[src/rtl/pattern_scan_ctrl.sv]
// -----------------------------------------------------------------------------
// pattern_scan_ctrl
//
// Purpose:
//   Word-level scan controller wrapped around a programmable serial pattern
//   detector. A parallel word is accepted through a start/busy/done handshake.
//   The word is shifted out MSB-first, one bit per clock, into the embedded
//   detector. Matches are counted in either overlapping or non-overlapping
//   mode. The position of the first match is also recorded.
//
// Parameters:
//   WIDTH    bits per scanned word (>= PLEN)
//   PLEN     pattern length in bits (2..8)
//   PATTERN  target pattern; its MSB lines up with the earliest received bit
//   CW       width of count / first_pos
//
// Ports:
//   clk        in   1      rising-edge clock
//   reset      in   1      synchronous, active-low reset
//   start      in   1      scan request, sampled only while idle
//   word       in   WIDTH  word to scan, captured with an accepted start
//   overlap    in   1      1 = overlapping matches, captured with start
//   busy       out  1      high from acceptance through the done cycle
//   done       out  1      one-cycle pulse, results valid
//   hit        out  1      one-cycle pulse one cycle after a match-completing bit
//   found      out  1      at least one match in the last scan
//   count      out  CW     number of matches in the last scan
//   first_pos  out  CW     index (0 = MSB) of the last bit of the first match
// -----------------------------------------------------------------------------
module pattern_scan_ctrl #(
   parameter int                WIDTH   = 16,
   parameter int                PLEN    = 4,
   parameter logic [PLEN-1:0]   PATTERN = 4'b1010,
   parameter int                CW      = $clog2(WIDTH+1)
) (
   input  logic             clk,
   input  logic             reset,
   input  logic             start,
   input  logic [WIDTH-1:0] word,
   input  logic             overlap,
   output logic             busy,
   output logic             done,
   output logic             hit,
   output logic             found,
   output logic [CW-1:0]    count,
   output logic [CW-1:0]    first_pos
);

   // Valid-bit counter only needs to reach PLEN, where it saturates.
   localparam int            VW       = $clog2(PLEN+1);
   localparam logic [VW-1:0] PLEN_V   = VW'(PLEN);
   localparam logic [VW-1:0] PLEN_M1  = VW'(PLEN-1);
   localparam logic [CW-1:0] LAST_IDX = CW'(WIDTH-1);

   typedef enum logic [1:0] {
      S_IDLE,
      S_SCAN,
      S_DONE
   } state_t;

   // ---------------------------------------------------------------------------
   // State
   // ---------------------------------------------------------------------------
   state_t              state_q,  state_d;
   logic [WIDTH-1:0]    shreg_q,  shreg_d;
   logic                ovl_q,    ovl_d;
   logic [PLEN-2:0]     hist_q,   hist_d;
   logic [VW-1:0]       vcnt_q,   vcnt_d;
   logic [CW-1:0]       idx_q,    idx_d;
   logic [CW-1:0]       count_q,  count_d;
   logic                found_q,  found_d;
   logic [CW-1:0]       fpos_q,   fpos_d;
   logic                hit_q,    hit_d;
   logic                busy_q,   busy_d;
   logic                done_q,   done_d;

   // Detector datapath for the current bit
   logic                b;
   logic [PLEN-1:0]     win;
   logic                match;
   logic [VW-1:0]       vcnt_inc;

   // ---------------------------------------------------------------------------
   // State register
   // ---------------------------------------------------------------------------
   always_ff @(posedge clk) begin
      if (!reset) begin
         state_q <= S_IDLE;
         shreg_q <= '0;
         ovl_q   <= 1'b0;
         hist_q  <= '0;
         vcnt_q  <= '0;
         idx_q   <= '0;
         count_q <= '0;
         found_q <= 1'b0;
         fpos_q  <= '0;
         hit_q   <= 1'b0;
         busy_q  <= 1'b0;
         done_q  <= 1'b0;
      end else begin
         state_q <= state_d;
         shreg_q <= shreg_d;
         ovl_q   <= ovl_d;
         hist_q  <= hist_d;
         vcnt_q  <= vcnt_d;
         idx_q   <= idx_d;
         count_q <= count_d;
         found_q <= found_d;
         fpos_q  <= fpos_d;
         hit_q   <= hit_d;
         busy_q  <= busy_d;
         done_q  <= done_d;
      end
   end

   // ---------------------------------------------------------------------------
   // Next-state and datapath
   // ---------------------------------------------------------------------------
   always_comb begin
      state_d = state_q;
      shreg_d = shreg_q;
      ovl_d   = ovl_q;
      hist_d  = hist_q;
      vcnt_d  = vcnt_q;
      idx_d   = idx_q;
      count_d = count_q;
      found_d = found_q;
      fpos_d  = fpos_q;
      hit_d   = 1'b0;

      // Bit under test is always the shift register MSB; the window is the
      // last PLEN-1 retained bits followed by this one.
      b        = shreg_q[WIDTH-1];
      win      = {hist_q, b};
      vcnt_inc = (vcnt_q == PLEN_V) ? vcnt_q : vcnt_q + VW'(1);
      // vcnt_q counts bits already in the history, so PLEN-1 of them plus
      // the current bit make a full window.
      match    = (state_q == S_SCAN) && (win == PATTERN) && (vcnt_q >= PLEN_M1);

      case (state_q)
         S_IDLE: begin
            if (start) begin
               shreg_d = word;
               ovl_d   = overlap;
               hist_d  = '0;
               vcnt_d  = '0;
               idx_d   = '0;
               count_d = '0;
               found_d = 1'b0;
               fpos_d  = '0;
               state_d = S_SCAN;
            end
         end

         S_SCAN: begin
            shreg_d = {shreg_q[WIDTH-2:0], 1'b0};
            idx_d   = idx_q + CW'(1);
            hist_d  = win[PLEN-2:0];
            vcnt_d  = vcnt_inc;
            if (match) begin
               count_d = count_q + CW'(1);
               hit_d   = 1'b1;
               if (!found_q) begin
                  found_d = 1'b1;
                  fpos_d  = idx_q;
               end
               // Non-overlapping: forget the matched bits so the next match
               // must be built entirely from fresh input.
               if (!ovl_q) begin
                  hist_d = '0;
                  vcnt_d = '0;
               end
            end
            if (idx_q == LAST_IDX) begin
               state_d = S_DONE;
            end
         end

         S_DONE: begin
            state_d = S_IDLE;
         end

         default: begin
            state_d = S_IDLE;
         end
      endcase

      // Handshake outputs are registered copies of the upcoming state so that
      // busy/done line up with the state they describe.
      busy_d = (state_d != S_IDLE);
      done_d = (state_d == S_DONE);
   end

   // ---------------------------------------------------------------------------
   // Outputs (all registered)
   // ---------------------------------------------------------------------------
   assign busy      = busy_q;
   assign done      = done_q;
   assign hit       = hit_q;
   assign found     = found_q;
   assign count     = count_q;
   assign first_pos = fpos_q;

endmodule

[config.mk]
export PLATFORM = sky130hd
export DESIGN_NAME = pattern_scan_ctrl
export DESIGN_NICKNAME = d
export VERILOG_FILES = /design/src/rtl/pattern_scan_ctrl.sv
export SDC_FILE = /design/constraint.sdc
export NUM_CORES = 1
export LEC_CHECK = 0
export ABC_AREA = 1
export BUFFER_PORTS_ARGS = -buffer_cell sky130_fd_sc_hd__buf_2
export CORE_AREA = 2 2 91 93
export CTS_BUF_LIST = sky130_fd_sc_hd__clkbuf_16
export CTS_CLUSTER_DIAMETER = 80
export DETAILED_ROUTE_END_ITERATION = 10
export DIE_AREA = 0 0 93 95
export PLACE_DENSITY = 0.43
export SYNTH_ARGS = -nofsm -noshare
export SYNTH_HDL_FRONTEND = slang
export SYNTH_SLANG_ARGS = --single-unit
[constraint.sdc]
create_clock -name clk -period 1.7 [get_ports clk]
set_clock_uncertainty 0.05 [all_clocks]
set_input_delay 0.34 -clock clk [delete_from_list [all_inputs] [get_ports clk]]
set_output_delay 0.34 -clock clk [all_outputs]
set_load 0.01 [all_outputs]
==> Word level (Yosys, flattened, before mapping) <==
Index checks and enable logic that the tools add are counted.
{ "classes": {"add_sub_neg": 3, "mul": 0, "div_mod_pow": 0, "n_lt_le_gt_ge": 1, "eq_ne": 8, "n_shift": 0, "muxes": 24, "bitwise_logic": 0, "reduce_logical": 10} }
{ "op_table": {"columns": ["cell", "n"], "rows": [
  ["16-bit one-hot mux with 2 select lines", 1],
  ["5-bit one-hot mux with 2 select lines", 3],
  ["5-bit 2-to-1 mux", 4],
  ["3-bit 2-to-1 mux", 6],
  ["16-bit 2-to-1 mux", 1],
  ["3-bit one-hot mux with 2 select lines", 2],
  ["5-bit by 1-bit adder with 5-bit output (second input constant)", 2],
  ["2-bit inequality test (second input constant)", 3],
  ["2-bit AND reduction", 3],
  ["5-bit by 4-bit == test with 1-bit output (second input constant)", 1],
  ["4-bit == test (second input constant)", 1],
  ["2-bit 2-to-1 mux", 2],
  ["2-bit one-hot mux with 2 select lines", 1],
  ["4-bit AND reduction", 1],
  ["2-bit nonzero test", 2],
  ["3-bit by 1-bit adder with 3-bit output (second input constant)", 1],
  ["3-bit == test (second input constant)", 1],
  ["3-bit by 2-bit greater-or-equal comparator with 1-bit output (second input constant)", 1],
  ["1-bit 2-to-1 mux", 3],
  ["3-bit AND reduction", 1],
  ["2-bit by 1-bit == test with 1-bit output (second input constant)", 1],
  ["2-bit == test (second input constant)", 1],
  ["1-bit logical AND", 2],
  ["2-bit logical NOT", 1],
  ["1-bit one-hot mux with 2 select lines", 1]
]} }
{ "word_totals": {"ff_bits": 44, "latchBits": 0, "ram_bits": 0, "romBits": 0, "inputBits": 20, "output_inout_bits": 14, "word_cells": 58, "mem_count": 0} }

==> Logic depth before layout (Yosys ltp) <==
Gate-level depths: netlist of run 1.
{ "logic_depth": {"word_depth": 5, "ltp_mapped": 10, "ltp_nobuf": 10} }

==> Least setup slack after synthesis of run 1 <==
No wires, ideal clock.
{ "synth_path": {"path_type": "reg2reg", "from": "register vcnt_q[0]", "to": "register count_q[1] (netlist: count[1])", "setup_ns": 0.118, "arrival_time_ns": 1.253, "t_required_ns": 1.532, "setup_slack_ns": 0.279, "path_stages_with_launch": 11, "path_buffers": 0, "synth_period_minus_slack_ns": 1.421, "cell_sequence": "dfxtp_1 -> ha_1 -> ha_1 -> nor2_1 -> o21ai_2 -> nand2_2 -> inv_1 -> nand2_1 -> inv_2 -> nand2_1 -> o21ai_1"} }
{ "synth_via": {"elab_chain_cells": 4} }
{ "synth_lines": {"columns": ["element", "line", "rtl"], "rows": [
  ["start, declared", "68", "logic [VW-1:0] vcnt_q, vcnt_d;"],
  ["start signal, assigned", "105", "vcnt_q <= vcnt_d;"],
  ["3-bit by 2-bit greater-or-equal comparator with 1-bit output", "138", "match = (state_q == S_SCAN) && (win == PATTERN) && (vcnt_q >= PLEN_M1);"],
  ["1-bit logical AND", "138", null],
  ["2-bit inequality test (no source line)", null, null],
  ["3-bit AND reduction (no source line)", null, null],
  ["end signal, assigned", "107", "count_q <= count_d;"],
  ["end, declared", "70", "logic [CW-1:0] count_q, count_d;"]
]} }
Every way passes these cells.
A chain may end at the register's enable or synchronous reset.

==> Final worst setup path of run 1 <==
{ "layout_path": {"from": "register vcnt_q[0]", "to": "register fpos_q[4] (netlist: first_pos[4])"} }
{ "layout_via": {"elab_chain_cells": 4} }
{ "layout_lines": {"columns": ["element", "line", "rtl"], "rows": [
  ["3-bit by 2-bit greater-or-equal comparator with 1-bit output", "138", null],
  ["1-bit logical AND", "138", null],
  ["2-bit inequality test (no source line)", null, null],
  ["4-bit AND reduction (no source line)", null, null],
  ["end signal, assigned", "109", "fpos_q <= fpos_d;"],
  ["end, declared", "72", "logic [CW-1:0] fpos_q, fpos_d;"]
]} }
Every way passes these cells.

==> results.tsv, run 1 <==
metric	value	unit
h-tree-depth	2	
rsz0062_at_grt	false	
grt_pass1_vias	1680	
worst-endpoint-arrival	1.67	ns
grt_pass1_wl	7810	microns
num_io_pins	34	
wl_per_cell	11.15	microns
ant_nets	0	
yosys-top-cells-area	dfxtp_1 46%, nand2_1 15%, a21oi_1 5.2%	
drt_iter0_markers	67	
critical_path_class	reg -> reg	
cellPowerDensity	956.3	mW/mm^2
mapped_cell_area	0.001924	sq mm
post-route-drc-count	0	
preCtsSetupSlack	0.1593	ns
synth_cell_types	31	
total_switching_power	0.5638	mW
grt_use_met2	19.08	%
met3_usage	2.713	%
maxSlewHeadroom	71.98	%
numPortBuffers	33	
cts_tree	done	
globalplace.congestion	0.7460	
min_path_type	in -> reg	
clk_pin_slew_worst_paths	0.06	ns
synthesis.nets	282	
status	complete, no violations	
route.vias.total	1686	
postCtsResizedCells	0	
maximum_root_to_sink_buffer_count	2	
drt-vias-per-instance	4.204	
power_frac_comb	9.5	%
total_of_flip_flops_plus_latches_after_synthesis	44	
synth_seq_area_share	45.77	%
setup_violations	0	
cts-hold-fix-buffers	0	
grt.busiest_layer	met2	
timing.final.crit_period	1.546	ns
place.detailed.instances	393	
synthesis.yosys.warnings	0	
layout_worst_path_cycle_share	90.96	%
static_leakage	1.013	nW
post_route_cells_drive_above_1_share	20.95	%
share_of_total_power_consumed_by_net_switching	24.94	%
globalRoute.totalOverflow	0	
power.ir.vdd_worst	0.0003513	V
internal_power	1.697	mW
cts_post_setup_buffers_inserted	0	
synth.avg_cell_area	7.517	sq um
numCtsBuffers	5	
required	1.83	ns
hold_viol_final	0	
design.die.area	0.008835	sq mm
synth_top_cell_area_share	45.77	%
p_clk_share	42.0	%
seq_power_share	48.5	%
worst_setup_path_end_kind	flip-flop	
timing.critical_path.fanout_max	7	
initial_antenna_violation_count	0	
finalNonFillerCells	401	
globalRouteMet1Util	13.79	%
max_freq	646.7	MHz
fillCellCount	902	
cts_root_buf	clkbuf_16	
area.growth.synth_to_final	22.82	%
drv_slew	0	
final_layout_setup_total_negative_slack	0	ns
worstMarginPinSlew	0.4197	ns
design.core.area	0.007928	sq mm
floorplan.initialDensity	24.27	%
die-width	93	microns
drt_wl_total	4470	microns
dp.final_hpwl	3111	microns
post_synth_inst_count	256	
startpoint_type	flip-flop	
core.rowCount	33	
die_height	95	microns
drv_cap	0	
pin_count_of_the_biggest_net_entering_global_routing	24	
gr-usage-all-layers	11.35	%
p_total	2.260	mW
finish.net_count	321	
clock_sink_count	44	
clkLatencyLatePin	0.28	ns
postLayoutSetupSlackWorst	0.1537	ns
detailedRoute.firstPassIterationCount	4	
post-synth-top-area-cell	dfxtp_1	
antennaDiodeCount	0	
## cells in the mapped netlist (all sizes together)
cell type / n
a21oi: 20
a22oi: 3
a31o: 1
a31oi: 8
and2: 1
and3: 1
buf: 6
clkbuf: 3
dfxtp: 44
ha: 6
inv: 30
nand2: 81
nand3: 14
nor2: 17
nor3: 3
o211ai: 1
o21ai: 10
o221ai: 1
o22ai: 2
or2: 1
xnor2: 1
xor2: 2
## layer usage
layer / vias up / wire length (microns)
met1: 760 / 2185
met3: 5 / 131
met5: - / 0
met4: 0 / 70
met2: 22 / 2083
li1: 899 / -
## power by group through the flow
stage,Clock [mW],Sequential (mW),Combinational [mW]
2_1_floorplan,0,1.12,0.140
3_3_place_gp,0,1.12,0.218
3_5_place_dp,0,1.12,0.218
4_1_cts,0.986,1.10,0.219
5_1_grt,1.03,1.10,0.248
6_report,0.950,1.10,0.214
## final timing paths
check             from  slack [ns]           end  depth (start not counted)
max          vcnt_q[0]        0.15  first_pos[4]                         10
min            word[0]        0.26    shreg_q[0]                          3
max reg2reg  vcnt_q[0]        0.15  first_pos[4]                         10
min reg2reg      ovl_q        0.42         ovl_q                          2
## cell usage in the layout, fill, tap and decap left out, types with 2 or more instances in the layout
cell,count
buf_2,33
nor2_1,15
ha_1,6
inv_1,25
a31oi_1,8
inv_2,5
nor3_1,3
dfxtp_1,44
a22oi_1,3
a21oi_1,20
nand3_1,14
clkbuf_16,5
nand2_4,2
buf_4,8
xor2_1,2
o22ai_1,2
o21ai_0,8
nand2_2,3
clkinvlp_4,2
nand2_1,76
## flip-flops by register name, summed over array words and instances (netlist names)
register,flops
idx_q,5
first_pos,5
busy,1
hit,1
vcnt_q,3
ovl_q,1
shreg_q,16
count,5
hist_q,3
found,1
done,1
state_q,2
## stage by stage
stage	util, %	hold slack [ns]	area [sq um]
2_1_floorplan	-	0.3802	1924
3_3_place_gp	28.00	0.4009	2220
3_5_place_dp	28.00	0.4098	2220
4_1_cts	29.81	0.2514	2364
5_1_grt	29.81	0.2743	2364
6_report	29.81	0.2606	2364
## layout make-up
| type | count | area [sq um] | area share [%] |
|---|---|---|---|
| Clock buffer | 5 | 125.1 | 5.294 |
| Timing Repair Buffer | 41 | 225.2 | 9.529 |
| Tap cell | 105 | 131.4 | 5.558 |
| Clock inverter | 3 | 18.77 | 0.7941 |
| Sequential cell | 44 | 880.8 | 37.27 |
| Multi-Input combinational cell | 173 | 869.6 | 36.79 |
| Inverter | 30 | 112.6 | 4.764 |
## worst max-delay path: stages (launching register included)
cell     delay, ns
dfxtp_1       0.34
ha_1          0.21
ha_1          0.17
nor2_1        0.11
o21ai_2       0.08
nand2_2       0.13
nand2_4       0.11
nand2_4       0.10
nand2_1       0.06
nand2_1       0.05
nor2_1        0.04
## kinds of logic (layout without fill, tap and decap cells)
logic type	Yosys count	count (layout)	share of synthesized area, %
AO/OA/AOI/OAI	46	46	13.72
XOR/XNOR	3	3	1.366
adder cells (fa/ha/maj)	6	6	3.901
buffers and inverters	39	79	9.037
flip-flops	44	44	45.77
AND/OR/NAND/NOR	118	118	26.20
Note: power is estimated with default switching activity, not from simulation.
==> inputs of run 2 (changes only) <==
- clock period: 1.7 -> 2 ns (I/O delays scaled with it)
==> run 2 against run 1 <==
Net effect: sequential share of layout area up 0.60 points; routed wire length decreased by 4.0%; global-route usage decreased by 0.10 points; register-to-register slack improved by 0.30 ns; largest cell class unchanged; power is 17% lower; design area shrank 1.6%; via count decreased by 3.6%; worst setup slack better by 0.30 ns; critical endpoint is now count[1]; largest power group unchanged.
==> results.tsv, run 2 (synthesized netlist as in run 1, its figures left out) <==
metric	value	unit
route.vias.total	1626	
worstMarginPinSlew	0.3973	ns
die_height	95	microns
timing.final.crit_period	1.546	ns
clock_sink_count	44	
design.core.area	0.007928	sq mm
seq_power_share	49.9	%
globalplace.congestion	0.6943	
post-route-drc-count	0	
wl_per_cell	10.81	microns
setup_violations	0	
worst-endpoint-arrival	1.67	ns
drv_slew	0	
hold_viol_final	0	
numPortBuffers	33	
numCtsBuffers	5	
floorplan.initialDensity	24.27	%
maxSlewHeadroom	73.47	%
globalRoute.totalOverflow	0	
finish.net_count	317	
initial_antenna_violation_count	0	
drt_iter0_markers	49	
cts_tree	done	
total_switching_power	0.4432	mW
critical_path_class	reg -> reg	
min_path_type	in -> reg	
power_frac_comb	9.2	%
drt_wl_total	4290	microns
grt_pass1_wl	7728	microns
post-route-util	29.34	%
worst_setup_path_end_kind	flip-flop	
clkLatencyLatePin	0.28	ns
area.growth.synth_to_final	20.87	%
status	complete, no violations	
postLayoutSetupSlackWorst	0.4542	ns
internal_power	1.427	mW
num_io_pins	34	
cp_top_family	adder cells	
rsz0062_at_grt	false	
cts_root_buf	clkbuf_16	
place.detailed.instances	389	
grt_pass1_vias	1631	
required	2.12	ns
clk_pin_slew_worst_paths	0.06	ns
buffers_plus_inverters_on_the_worst_setup_path	2	
timing.critical_path.fanout_max	6	
share_of_total_power_consumed_by_net_switching	23.70	%
startpoint_type	flip-flop	
maximum_root_to_sink_buffer_count	2	
finalNonFillerCells	397	
crit_path_top_delay_cell	dfxtp_1	
pin_count_of_the_biggest_net_entering_global_routing	24	
final_layout_setup_total_negative_slack	0	ns
p_clk_share	40.9	%
core.rowCount	33	
dp.final_hpwl	2894	microns
layout_worst_path_cycle_share	77.29	%
detailedRoute.firstPassIterationCount	4	
layout.cells.most_common_list	76 x nand2_1, 44 x dfxtp_1, 33 x buf_2	
cts_post_setup_buffers_inserted	0	
cts-hold-fix-buffers	0	
gr-usage-all-layers	11.25	%
ant_nets	0	
postCtsResizedCells	0	
h-tree-depth	2	
max_freq	646.9	MHz
antennaDiodeCount	0	
largest-register	shreg_q	
final_common_cell	nand2_1	
drt-vias-per-instance	4.096	
static_leakage	1.004	nW
power.ir.vdd_worst	0.0003045	V
preCtsSetupSlack	0.4451	ns
path_cells	ha_1 > ha_1 > nor2_1 > o21ai_2 > nand2_2 > inv_1 > nand2_1 > inv_2 > nand2_1 > o21ai_1	
cellPowerDensity	804.0	mW/mm^2
die-width	93	microns
cp_slowest_stage_delay	0.34	ns
design.die.area	0.008835	sq mm
p_total	1.870	mW
drv_cap	0	
flip_flop_count_of_the_largest_register_all_copies_and_words_added	16	
post_route_cells_drive_above_1_share	19.18	%
run 2: per-stage QoR:
step	instance area, sq um	hold WS, ns
after detailed placement	2190	0.4059
after floorplan	1924	0.3802
after CTS	2326	0.3244
after global placement	2190	0.4006
after global routing	2326	0.3406
final	2326	0.3263
run 2: final timing paths:
path	endpoint	from	slack [ns]	depth (start not counted)
setup / recovery	count[1]	vcnt_q[0]	0.45	10
hold / removal	shreg_q[0]	word[0]	0.33	3
setup reg to reg	count[1]	vcnt_q[0]	0.45	10
hold reg to reg	hist_q[2]	hist_q[2]	0.41	2
run 2: worst min-delay path: cells and delay by family:
kind | cells | cell delay [ns]
buffers and inverters | 1 | 0.09
AO/OA/AOI/OAI | 1 | 0.06
AND/OR/NAND/NOR | 1 | 0.05
run 2: routing by layer:
layer / wire (microns) / global-route usage, % / vias to the layer above
li1: - / - / 899
met2: 1929 / 18.18 / 18
met5: 0 / 0 / -
met4: 89 / 4.779 / 0
met3: 122 / 2.793 / 6
met1: 2148 / 14.30 / 703
run 2: cell type report:
cell class | instances | area, sq um
Clock buffer | 5 | 125.1
Clock inverter | 3 | 11.26
Fill cell | 908 | 5602
Inverter | 30 | 112.6
Multi-Input combinational cell | 173 | 869.6
Sequential cell | 44 | 880.8
Tap cell | 105 | 131.4
Timing Repair Buffer | 37 | 195.2
run 2: power by group through the flow:
| stage | logic (mW) | registers (mW) | clock network, mW |
|---|---|---|---|
| floorplan | 0.119 | 0.952 | 0 |
| global placement | 0.176 | 0.952 | 0 |
| detailed placement | 0.177 | 0.951 | 0 |
| CTS | 0.178 | 0.932 | 0.802 |
| global route | 0.205 | 0.937 | 0.830 |
| finish | 0.172 | 0.932 | 0.765 |
